--- config.mk ---
export PLATFORM = sky130hd
export DESIGN_NAME = pipe_ripple_adder
export DESIGN_NICKNAME = d
export VERILOG_FILES = /design/src/rtl/adder_pkg.sv /design/src/rtl/fa_cell.sv /design/src/rtl/pipe_ripple_adder.sv
export SDC_FILE = /design/constraint.sdc
export NUM_CORES = 1
export LEC_CHECK = 0
export BUFFER_PORTS_ARGS = -buffer_cell sky130_fd_sc_hd__buf_2
export CORE_ASPECT_RATIO = 0.5
export CORE_MARGIN = 5
export CORE_UTILIZATION = 35
export DETAILED_ROUTE_END_ITERATION = 16
export HOLD_SLACK_MARGIN = 0.12
export PLACE_DENSITY = 0.64
export SKIP_LAST_GASP = 1
export SLEW_MARGIN = 20
export SYNTH_ARGS = -nofsm -noshare
export SYNTH_HDL_FRONTEND = slang
export SYNTH_SLANG_ARGS = --single-unit
--- constraint.sdc ---
create_clock -name clk -period 2.46 [get_ports clk]
set_input_delay 0.492 -clock clk [delete_from_list [all_inputs] [get_ports clk]]
set_output_delay 0.492 -clock clk [all_outputs]
set_load 0.01 [all_outputs]
--- src/rtl/adder_pkg.sv ---
// adder_pkg: shared defaults and helpers for the pipelined ripple adder.
//   DEF_WIDTH  - default operand/sum width
//   DEF_STAGES - default pipeline depth
//   slice_w()  - bits handled by each stage (WIDTH / STAGES)
package adder_pkg;

    localparam int DEF_WIDTH  = 8;
    localparam int DEF_STAGES = 2;

    // Guarded against a zero stage count so elaboration reaches the
    // parameter checks in the top instead of dividing by zero here.
    function automatic int slice_w(input int width, input int stages);
        return (stages > 0) ? (width / stages) : width;
    endfunction

endpackage

--- src/rtl/fa_cell.sv ---
// fa_cell: one-bit full adder made of two half adders and an OR.
//   a, b - operand bits
//   ci   - carry in
//   s    - sum bit
//   co   - carry out
module fa_cell (
    input  logic a,
    input  logic b,
    input  logic ci,
    output logic s,
    output logic co
);
    logic hs0, hc0, hc1;

    // first half adder: a + b
    assign hs0 = a ^ b;
    assign hc0 = a & b;
    // second half adder: partial sum + ci
    assign s   = hs0 ^ ci;
    assign hc1 = hs0 & ci;

    assign co  = hc0 | hc1;
endmodule

--- src/rtl/pipe_ripple_adder.sv ---
// pipe_ripple_adder: WIDTH-bit unsigned adder split into STAGES ripple
// slices of SLICE bits each, with valid/ready handshaking on both sides.
//   clk, rst_n          - clock, async active-low reset
//   in_valid/in_ready   - input handshake for A, B, Cin
//   A, B, Cin           - operands and carry into bit 0
//   out_valid/out_ready - output handshake for Sum, Carry (and Ovf)
//   Sum, Carry          - A + B + Cin mod 2^WIDTH, carry out of the MSB
//   Ovf                 - signed overflow, only when ADDER_OVF_EN is defined
//
// Each stage register holds a WIDTH-bit word whose low bits are the sum
// slices completed so far and whose high bits are the A slices still to be
// added; the remaining B slices ride along right-justified in a separate
// register that shrinks by SLICE bits per stage.
module pipe_ripple_adder
    import adder_pkg::*;
#(
    parameter int WIDTH  = DEF_WIDTH,
    parameter int STAGES = DEF_STAGES
) (
    input  logic             clk,
    input  logic             rst_n,
    input  logic             in_valid,
    output logic             in_ready,
    input  logic [WIDTH-1:0] A,
    input  logic [WIDTH-1:0] B,
    input  logic             Cin,
    output logic             out_valid,
    input  logic             out_ready,
    output logic [WIDTH-1:0] Sum,
    output logic             Carry
`ifdef ADDER_OVF_EN
    ,
    output logic             Ovf
`endif
);
    localparam int SLICE = slice_w(WIDTH, STAGES);

    if (WIDTH < 2) begin : g_chk_width
        $error("pipe_ripple_adder: WIDTH must be >= 2");
    end
    if (STAGES < 1) begin : g_chk_stages
        $error("pipe_ripple_adder: STAGES must be >= 1");
    end
    if ((STAGES >= 1) && (WIDTH % STAGES != 0)) begin : g_chk_div
        $error("pipe_ripple_adder: WIDTH must be a multiple of STAGES");
    end

    // index 0 is the input side, index k+1 is the register of stage k
    logic [STAGES:0]            vld_pipe;
    logic [STAGES:0]            rdy;
    logic [STAGES:0]            cy_pipe;
    logic [STAGES:0][WIDTH-1:0] sa_pipe;

`ifdef ADDER_OVF_EN
    logic ovf_q;
    assign Ovf = ovf_q;
`endif

    assign vld_pipe[0] = in_valid;
    assign cy_pipe[0]  = Cin;
    assign sa_pipe[0]  = A;
    assign rdy[STAGES] = out_ready;
    assign in_ready    = rdy[0];

    assign out_valid   = vld_pipe[STAGES];
    assign Sum         = sa_pipe[STAGES];
    assign Carry       = cy_pipe[STAGES];

    for (genvar k = 0; k < STAGES; k++) begin : g_stg
        localparam int LO  = k * SLICE;
        localparam int REM = WIDTH - LO;

        logic [REM-1:0]   b_in;
        logic [SLICE:0]   c;
        logic [SLICE-1:0] s_sl;
        logic [WIDTH-1:0] sa_d;
        logic             ld;
        logic             vld_q;
        logic             cy_q;
        logic [WIDTH-1:0] sa_q;

        if (k == 0) begin : g_bin_first
            assign b_in = B;
        end else begin : g_bin_next
            assign b_in = g_stg[k-1].g_bq.b_q;
        end

        // a stage may take new data when empty or when it drains this cycle,
        // which lets bubbles collapse
        assign rdy[k] = !vld_pipe[k+1] || rdy[k+1];
        assign ld     = rdy[k] && vld_pipe[k];

        assign c[0] = cy_pipe[k];
        for (genvar i = 0; i < SLICE; i++) begin : g_fa
            fa_cell u_fa (
                .a  (sa_pipe[k][LO+i]),
                .b  (b_in[i]),
                .ci (c[i]),
                .s  (s_sl[i]),
                .co (c[i+1])
            );
        end

        always_comb begin
            sa_d             = sa_pipe[k];
            sa_d[LO +: SLICE] = s_sl;
        end

        always_ff @(posedge clk or negedge rst_n) begin
            if (!rst_n) begin
                vld_q <= 1'b0;
                cy_q  <= 1'b0;
                sa_q  <= '0;
            end else begin
                if (rdy[k]) vld_q <= vld_pipe[k];
                if (ld) begin
                    cy_q <= c[SLICE];
                    sa_q <= sa_d;
                end
            end
        end

        // B slices not yet consumed; the last stage has none left
        if (k < STAGES - 1) begin : g_bq
            logic [REM-SLICE-1:0] b_q;
            always_ff @(posedge clk or negedge rst_n) begin
                if (!rst_n)  b_q <= '0;
                else if (ld) b_q <= b_in[REM-1:SLICE];
            end
        end

`ifdef ADDER_OVF_EN
        // the MSBs of A and B are still unconsumed on entry to the last stage
        if (k == STAGES - 1) begin : g_ovf
            always_ff @(posedge clk or negedge rst_n) begin
                if (!rst_n)  ovf_q <= 1'b0;
                else if (ld) ovf_q <= (sa_pipe[k][WIDTH-1] == b_in[REM-1]) &&
                                      (s_sl[SLICE-1] != sa_pipe[k][WIDTH-1]);
            end
        end
`endif

        assign vld_pipe[k+1] = vld_q;
        assign cy_pipe[k+1]  = cy_q;
        assign sa_pipe[k+1]  = sa_q;
    end

endmodule

After elaboration in Yosys (flattened, before gate mapping) --
Cells that the tools add are included.
Storage, ports and cells: memories 0, bits in read-only memories 0, register bits 24, logic and storage cells 53, output and inout bits 11, RAM bits 0, latch bits 0, input bits 21
Operators by class: muxes and demuxes 0, bitwise gates (word level) 40, $mul 0, eq/ne operators 0, $add $sub $neg 0, shift operators 0, reduce and logical (&&, ||, !) cells 6, div/mod/pow operators 0, order comparisons 0
Operators by type and width (count):
- 1-bit bitwise AND | 16
- 1-bit XOR | 16
- 1-bit bitwise OR | 8
- 1-bit logical AND | 2
- 1-bit zero test | 2
- 1-bit logical OR | 2

Longest topological paths before layout --
Gate-level depths: netlist (run 1).
depth in word-level cells 9, mapped depth 8, gate-level depth less buffers 8

Cells and area by module --
From an unflattened synthesis (run 1), not the netlist that was laid out.
Second synthesis, totals: cell total of the unflattened synthesis 61, area total of the unflattened synthesis 1123.6 µm²
By module, submodules not included:
- pipe_ripple_adder | sequential area each 600.6 µm², cells each 53, area an instance 963.4 µm², times used 1
- fa_cell | sequential area each 0.0 µm², cells each 1, area an instance 20.0 µm², times used 8

Worst setup path after synthesis (run 1) --
OpenSTA, ideal clock, no wires.
path kind input -> register, from in A[0], to reg g_stg[0].sa_q[3], buffers on the path 0, library setup time 0.079 ns, setup slack 0.335 ns, stages 8, arrival 2.046 ns, required time 2.381 ns, cell sequence inv_1 fa_1 inv_1 fa_1 fa_1 inv_1 fa_1 mux2i_1
Between the ends: cells in the longest elaborated chain, start to end 8, elaborated cells between the ends (all ways) 9, classes of those cells bitwise: 9
Ends and longest elaborated chain:
- start, declared | RTL line pipe_ripple_adder.sv:24 | input logic [WIDTH-1:0] A,
- 1-bit XOR | RTL line fa_cell.sv:16 | assign hs0 = a ^ b;
- 1-bit bitwise AND | RTL line fa_cell.sv:20 | assign hc1 = hs0 & ci;
- 1-bit bitwise OR (*) | RTL line fa_cell.sv:22 | assign co = hc0 | hc1;
- 1-bit bitwise AND (*) | RTL line fa_cell.sv:20
- 1-bit bitwise OR (*) | RTL line fa_cell.sv:22
- 1-bit bitwise AND (*) | RTL line fa_cell.sv:20
- 1-bit bitwise OR (*) | RTL line fa_cell.sv:22
- 1-bit XOR (*) | RTL line fa_cell.sv:19 | assign s = hs0 ^ ci;
- end signal, assigned | RTL line pipe_ripple_adder.sv:113 | sa_q <= '0;
- end signal, assigned | RTL line pipe_ripple_adder.sv:118 | sa_q <= sa_d;
- end, declared | RTL line pipe_ripple_adder.sv:80 | logic [WIDTH-1:0] sa_q;
Every way passes the cells marked *; elsewhere a longest branch is shown, timed or not. A chain may end at the register's enable or synchronous reset.

Worst setup path after layout (run 1) --
from reg g_stg[0].cy_q, to reg g_stg[1].sa_q[7] (netlist: Sum[7])
Between the ends: cells in the longest elaborated chain, start to end 7
Ends and longest elaborated chain:
- start, declared | RTL line pipe_ripple_adder.sv:79 | logic cy_q;
- start signal, assigned | RTL line pipe_ripple_adder.sv:117 | cy_q <= c[SLICE];
- 1-bit bitwise AND | RTL line fa_cell.sv:20
- 1-bit bitwise OR | RTL line fa_cell.sv:22
- 1-bit bitwise AND | RTL line fa_cell.sv:20
- 1-bit bitwise OR | RTL line fa_cell.sv:22
- 1-bit bitwise AND | RTL line fa_cell.sv:20
- 1-bit bitwise OR | RTL line fa_cell.sv:22
- 1-bit XOR | RTL line fa_cell.sv:19
- end signal, assigned | RTL line pipe_ripple_adder.sv:113
- end signal, assigned | RTL line pipe_ripple_adder.sv:118
- end, declared | RTL line pipe_ripple_adder.sv:80
No other way between the ends.

==> results of run 1 <==
[final cells by class]
type	count	share of cell area
sequential	24	0.4282
multi-input combinational	36	0.3452
timing repair buffer	31	0.1106
inverter	19	0.05085
tap	40	0.03568
clock buffer	3	0.02944
[layer usage]
metal,wire (µm),track usage
met1,780,0.09926
met2,814,0.1437
met3,93,0.02639
met4,19,0.02956
met5,0,0
[cell families after synthesis]
kind of cell  after synthesis  share of synthesized area
buf+inv                    20                    0.07766
mux                        22                     0.2266
fa+ha+maj                   8                     0.1362
simple gates                6                    0.04894
flops                      24                     0.5106
[cells in the final DEF (no fill, tap or decap)]
master    count
nand2_4       1
mux2i_1       6
mux2_4        7
nand3b_4      1
dfrtp_1      24
mux2_2        9
nand2b_1      2
buf_2        31
or2b_1        1
fa_1          8
clkbuf_8      3
nand2_2       1
inv_1        19
[worst reg2reg max path, delay by kind of cell, from the launching register on]
| family | cells | cell delay, ns |
|---|---|---|
| fa+ha+maj | 4 | 1.34 |
| flops | 1 | 0.36 |
| mux | 1 | 0.13 |
| buf+inv | 3 | 0.23 |
[through the flow]
stage	utilization	worst slack [ns]	area (µm²)
6_report	0.4498	0.3234	1403
5_1_grt	0.4498	0.2192	1403
4_1_cts	0.4498	0.3063	1403
3_5_place_dp	0.4366	0.1493	1361
3_3_place_gp	0.4366	0.1916	1361
2_1_floorplan	-	0.3347	1176
[sequential cells by signal, summed over array words and instances (netlist names)]
register / flops
Carry: 1
Sum: 8
g_stg.cy_q: 1
g_stg.g_bq.b_q: 4
g_stg.sa_q: 8
g_stg.vld_q: 1
out_valid: 1
[how the worst max path moves through the flow]
| stage | end | startpoint | cells past startpoint | slack (ns) |
|---|---|---|---|---|
| after floorplan | g_stg[0].sa_q[3] | A[0] | 8 | 0.33 |
| after global placement | g_stg[0].sa_q[3] | A[0] | 9 | 0.19 |
| after detailed placement | g_stg[0].sa_q[3] | A[0] | 9 | 0.15 |
| after CTS | Sum[7] | g_stg[0].cy_q | 8 | 0.31 |
| after global routing | Sum[7] | g_stg[0].g_bq.b_q[0] | 8 | 0.22 |
| final | Sum[7] | g_stg[0].cy_q | 8 | 0.32 |
[report_power, final]
group	internal, mW	switching (mW)
registers	0.504	0.0531
clock network	0.109	0.108
logic	0.179	0.155
==> impl_results.md, run 1 <==
* Layout area overhead at 19.26%
* Status: finished clean
* Post-Layout Cell Count at 153
* TNS Setup at 0 ns
* Pre-Repair DR Iteration Count at 2
* Power, Total at 1.108 mW
* Die width at 91.98 µm
* Final setup vio count at 0
* Max-Cap Viols at 0
* FP Rows at 14
* CP required at 2.64 ns
* Footprint of the multi-input gates at 484.2 µm²
* Overflow after GRT at 0
* Total Wirelength at 1707 µm
* Total Routing Usage GR at 0.08290
* Max_slew headroom at 0.6533
* CP dominant cell by count: fa_1
* FF-to-FF path depth at 8
* Total number of vias at 630
* Synth cell types at 12
* Post-synth EDFFs at 0
* Crit path buf inv count at 3
* Yosys reg bits at 24
* R2R Path End: Sum[7]
* Hold buffers post-CTS at 0
* Clk pin slew, worst setup/hold paths at 0.07 ns
* Detail Placement HPWL at 1391 µm
* Critical Path Fanout Max at 2
* Seq/Total Area, Yosys at 0.5106
* Initial antenna violation count at 0
* Fill count at 297
* CP Launch Type: flip-flop
* Area of the mapped netlist at 0.001176 mm²
* Postcts setup bufs at 0
* Clk Latency, worst-skew pair at 0.25 ns
* Root buffer cell: clkbuf_8
* Top cell type by total area after synthesis: dfrtp_1
* Synthesized Nets at 109
* Iteration-0 DRC Markers at 4
* Clock skew at 0.001083 ns
* Asr flop ratio synth at 1.000
* Slowest cell delay on critical path at 0.40 ns
* Most frequent cells after synthesis: 24 x dfrtp_1, 19 x inv_1, 9 x mux2_2, 8 x fa_1, 7 x mux2_4
* Clk sink count at 24
* CP cell instances: inv_1 > fa_1 > inv_1 > fa_1 > fa_1 > inv_1 > fa_1 > mux2i_1
* Critical path's slowest cell: fa_1
* First-pass GRT wire length at 3091 µm
* CTS tree: done
* VDD IR max at 0.2844 mV
* H-tree depth at 1
* WS Path Type: reg -> reg
* Slew @ Worst Pin at 0.5201 ns
* Core Footprint at 0.003118 mm²
* Worst Hold Class: in -> async
* Worst r2r src: g_stg[0].cy_q
* Placed Cells incl. Taps at 150
* Largest cells by area after synthesis: dfrtp_1 51%, fa_1 14%, mux2_4 8.9%, mux2_2 8.6%, inv_1 6.1%
* CP Capture Type: flip-flop
* Clk buf depth at 2
* Drt drc at 0
* Synthesized area per cell at 14.70 µm²
* Worst hold margin at 0.2040 ns
* CTS Buf Count at 3
* Leak at 0.7484 nW
* Crit path DAT at 2.32 ns
* Avg WL per Cell at 11.16 µm
* Layout cells sized above 1 at 0.4690
* Post-layout min period at 2.137 ns
* Routed vias/inst at 4.118
* Initial Util at 0.3772
* CTS resizes at 0
* PwrDens at 789.7 mW/mm²
* Die area at 0.004690 mm²
* Most common cell in the synthesized netlist: dfrtp_1
* Setup slack, reg-to-reg at 0.32 ns
* Primary FF master, synth: dfrtp_1
* Slew Viols, Final at 0
* Register area at 600.6 µm²
* Fin crit share at 0.8685
* RSZ-0062 raised after global routing: no
* Yosys top cell area share at 0.5106
* Vias in the first global route at 682
* Mapped Cells at 80
* Largest net degree at the start of global routing at 25
* IO buf count at 31
* Crit path max-delay family: adder cells
* Final hold vios at 0
* Top Ports at 32
* Routability cong. at 0.6627
* Synth warn at 0
* Ant. Diodes at 0
* Post-route ant nets at 0
* Nets at 144
* Fmax at 468.0 MHz
* Chip Height at 50.99 µm
Power figures use the tool's default switching activity.
==> inputs of run 2 (changes only) <==
Settings changed: CORE_MARGIN 5 to 1, MAX_ROUTING_LAYER set to met4, SETUP_SLACK_MARGIN set to 0.3.
==> run 2 against run 1 <==
Effect of this change: core utilization rose by 0.42 points; count of clock-buffer cells in the layout did not move; cell count did not move; die area fell by 23%; setup slack improved by 0.11 ns.
==> impl_results.md, run 2 (synthesized netlist as in run 1, its figures left out) <==
* Status: finished clean
* Layout cells sized above 1 at 0.4956
* Ant. Diodes at 0
* Initial antenna violation count at 0
* Commonest non-fill, non-tap cells in the layout: 31 x buf_2, 24 x dfrtp_1, 18 x inv_1
* CP required at 2.64 ns
* Setup slack, reg-to-reg at 0.44 ns
* IO buf count at 31
* Total Routing Usage GR at 0.1126
* Clk pin slew, worst setup/hold paths at 0.07 ns
* Top Ports at 32
* Leak at 0.7457 nW
* Vias in the first global route at 699
* Die area at 0.003610 mm²
* Iteration-0 DRC Markers at 13
* Routability cong. at 0.6688
* CP startpoint: A[0]
* Clk Latency, worst-skew pair at 0.26 ns
* Die width at 83.98 µm
* WS Path Type: in -> reg
* Critical Path Sink: g_stg[0].sa_q[3]
* Clk buf depth at 2
* Root buffer cell: clkbuf_8
* R2R Path End: Sum[7]
* Post-layout min period at 2.025 ns
* Routed vias/inst at 4.222
* CP Capture Type: flip-flop
* Most common cell after layout, fill and taps aside: buf_2
* Clock skew at 0.004487 ns
* CTS tree: done
* CP cell instances: buf_2 > inv_1 > fa_1 > inv_1 > fa_1 > fa_1 > inv_1 > fa_1 > mux2i_1
* VDD IR max at 0.2104 mV
* Initial Util at 0.3793
* Largest net degree at the start of global routing at 25
* Fin crit share at 0.8230
* CP dominant cell by count: fa_1
* Chip Height at 42.99 µm
* Pre-Repair DR Iteration Count at 3
* Critical path's slowest cell: fa_1
* Nets at 144
* Total number of vias at 646
* Drt drc at 0
* H-tree depth at 1
* Hold buffers post-CTS at 0
* Overflow after GRT at 0
* Core Footprint at 0.003100 mm²
* Post-layout util at 0.4540
* Placed Cells incl. Taps at 150
* M2 GR Usage at 0.2000
* Clk sink count at 24
* Final setup vio count at 0
* Post-route ant nets at 0
* Slew @ Worst Pin at 0.5089 ns
* TNS Setup at 0 ns
* Slowest cell delay on critical path at 0.40 ns
* Fmax at 493.9 MHz
* FF-to-FF path depth at 8
* PwrDens at 790.2 mW/mm²
* FP Rows at 14
* CP Launch Type: primary input
* Total Wirelength at 1660 µm
* Crit path DAT at 2.21 ns
* Max-Cap Viols at 0
* RSZ-0062 raised after global routing: no
* Worst Hold Class: in -> async
* Post-Layout Cell Count at 153
* Global Route met3 Usage at 0.04086
* Layout area overhead at 19.68%
* Final hold vios at 0
* Max_slew headroom at 0.6607
* First-pass GRT wire length at 2980 µm
* Critical Path Fanout Max at 1
* Slew Viols, Final at 0
* Avg WL per Cell at 10.85 µm
* GRT met1 Usage at 0.1217
* Worst r2r src: g_stg[0].g_bq.b_q[0]
* Gr busiest metal: met2
* Detail Placement HPWL at 1323 µm
* CTS Buf Count at 3
## run 2: metal layers
| metal | vias up | part of all wire |
|---|---|---|
| met5 | - | 0 |
| met4 | 0 | 0 |
| met3 | 0 | 0.048 |
| met2 | 18 | 0.52 |
| met1 | 315 | 0.43 |
| li1 | 313 | - |
## run 2: power breakdown
| part | internal [mW] | leakage [nW] | switching [mW] |
|---|---|---|---|
| clock network | 0.109 | 0.0216 | 0.109 |
| logic | 0.182 | 0.446 | 0.153 |
| registers | 0.504 | 0.278 | 0.0557 |
| total | 0.795 | 0.746 | 0.318 |
## run 2: layout make-up
cell class,instances,area [µm²]
well taps,40,50.05
fillers,287,1693
inverters,19,71.32
clock buffers,3,41.29
multi-input cells,36,489.2
repair buffers,31,155.1
flip-flops and latches,24,600.6
## run 2: stage by stage
step / setup slack [ns] / area [µm²] / power, mW / hold slack (ns)
detailed placement: 0.1506 / 1361 / 0.9106 / 0.4905
finish: 0.4354 / 1408 / 1.112 / 0.1950
global placement: 0.1914 / 1361 / 0.8983 / 0.4847
floorplan: 0.3347 / 1176 / 0.7822 / 0.1964
global route: 0.3221 / 1408 / 1.206 / 0.2384
CTS: 0.3276 / 1403 / 1.134 / 0.2160
## run 2: worst min-delay path by stage
stage                       from     end  slack (ns)  cells past startpoint
after floorplan            rst_n   Carry        0.20                      0
after global placement    Sum[2]  Sum[2]        0.48                      1
after detailed placement  Sum[2]  Sum[2]        0.49                      1
after CTS                  rst_n  Sum[2]        0.22                      1
after global routing       rst_n  Sum[2]        0.24                      1
final                      rst_n  Sum[2]        0.20                      1
## run 2: timing repair
item | CTS | global route
buffers inserted | 0 | 0
resized for setup | 0 | 3
endpoints found under the setup margin | 0 | 1
## run 2: critical path: cells and delay by family
family | cells | cell delay [ns]
muxes | 1 | 0.13
buffers and inverters | 4 | 0.30
adders and majority gates | 4 | 1.30
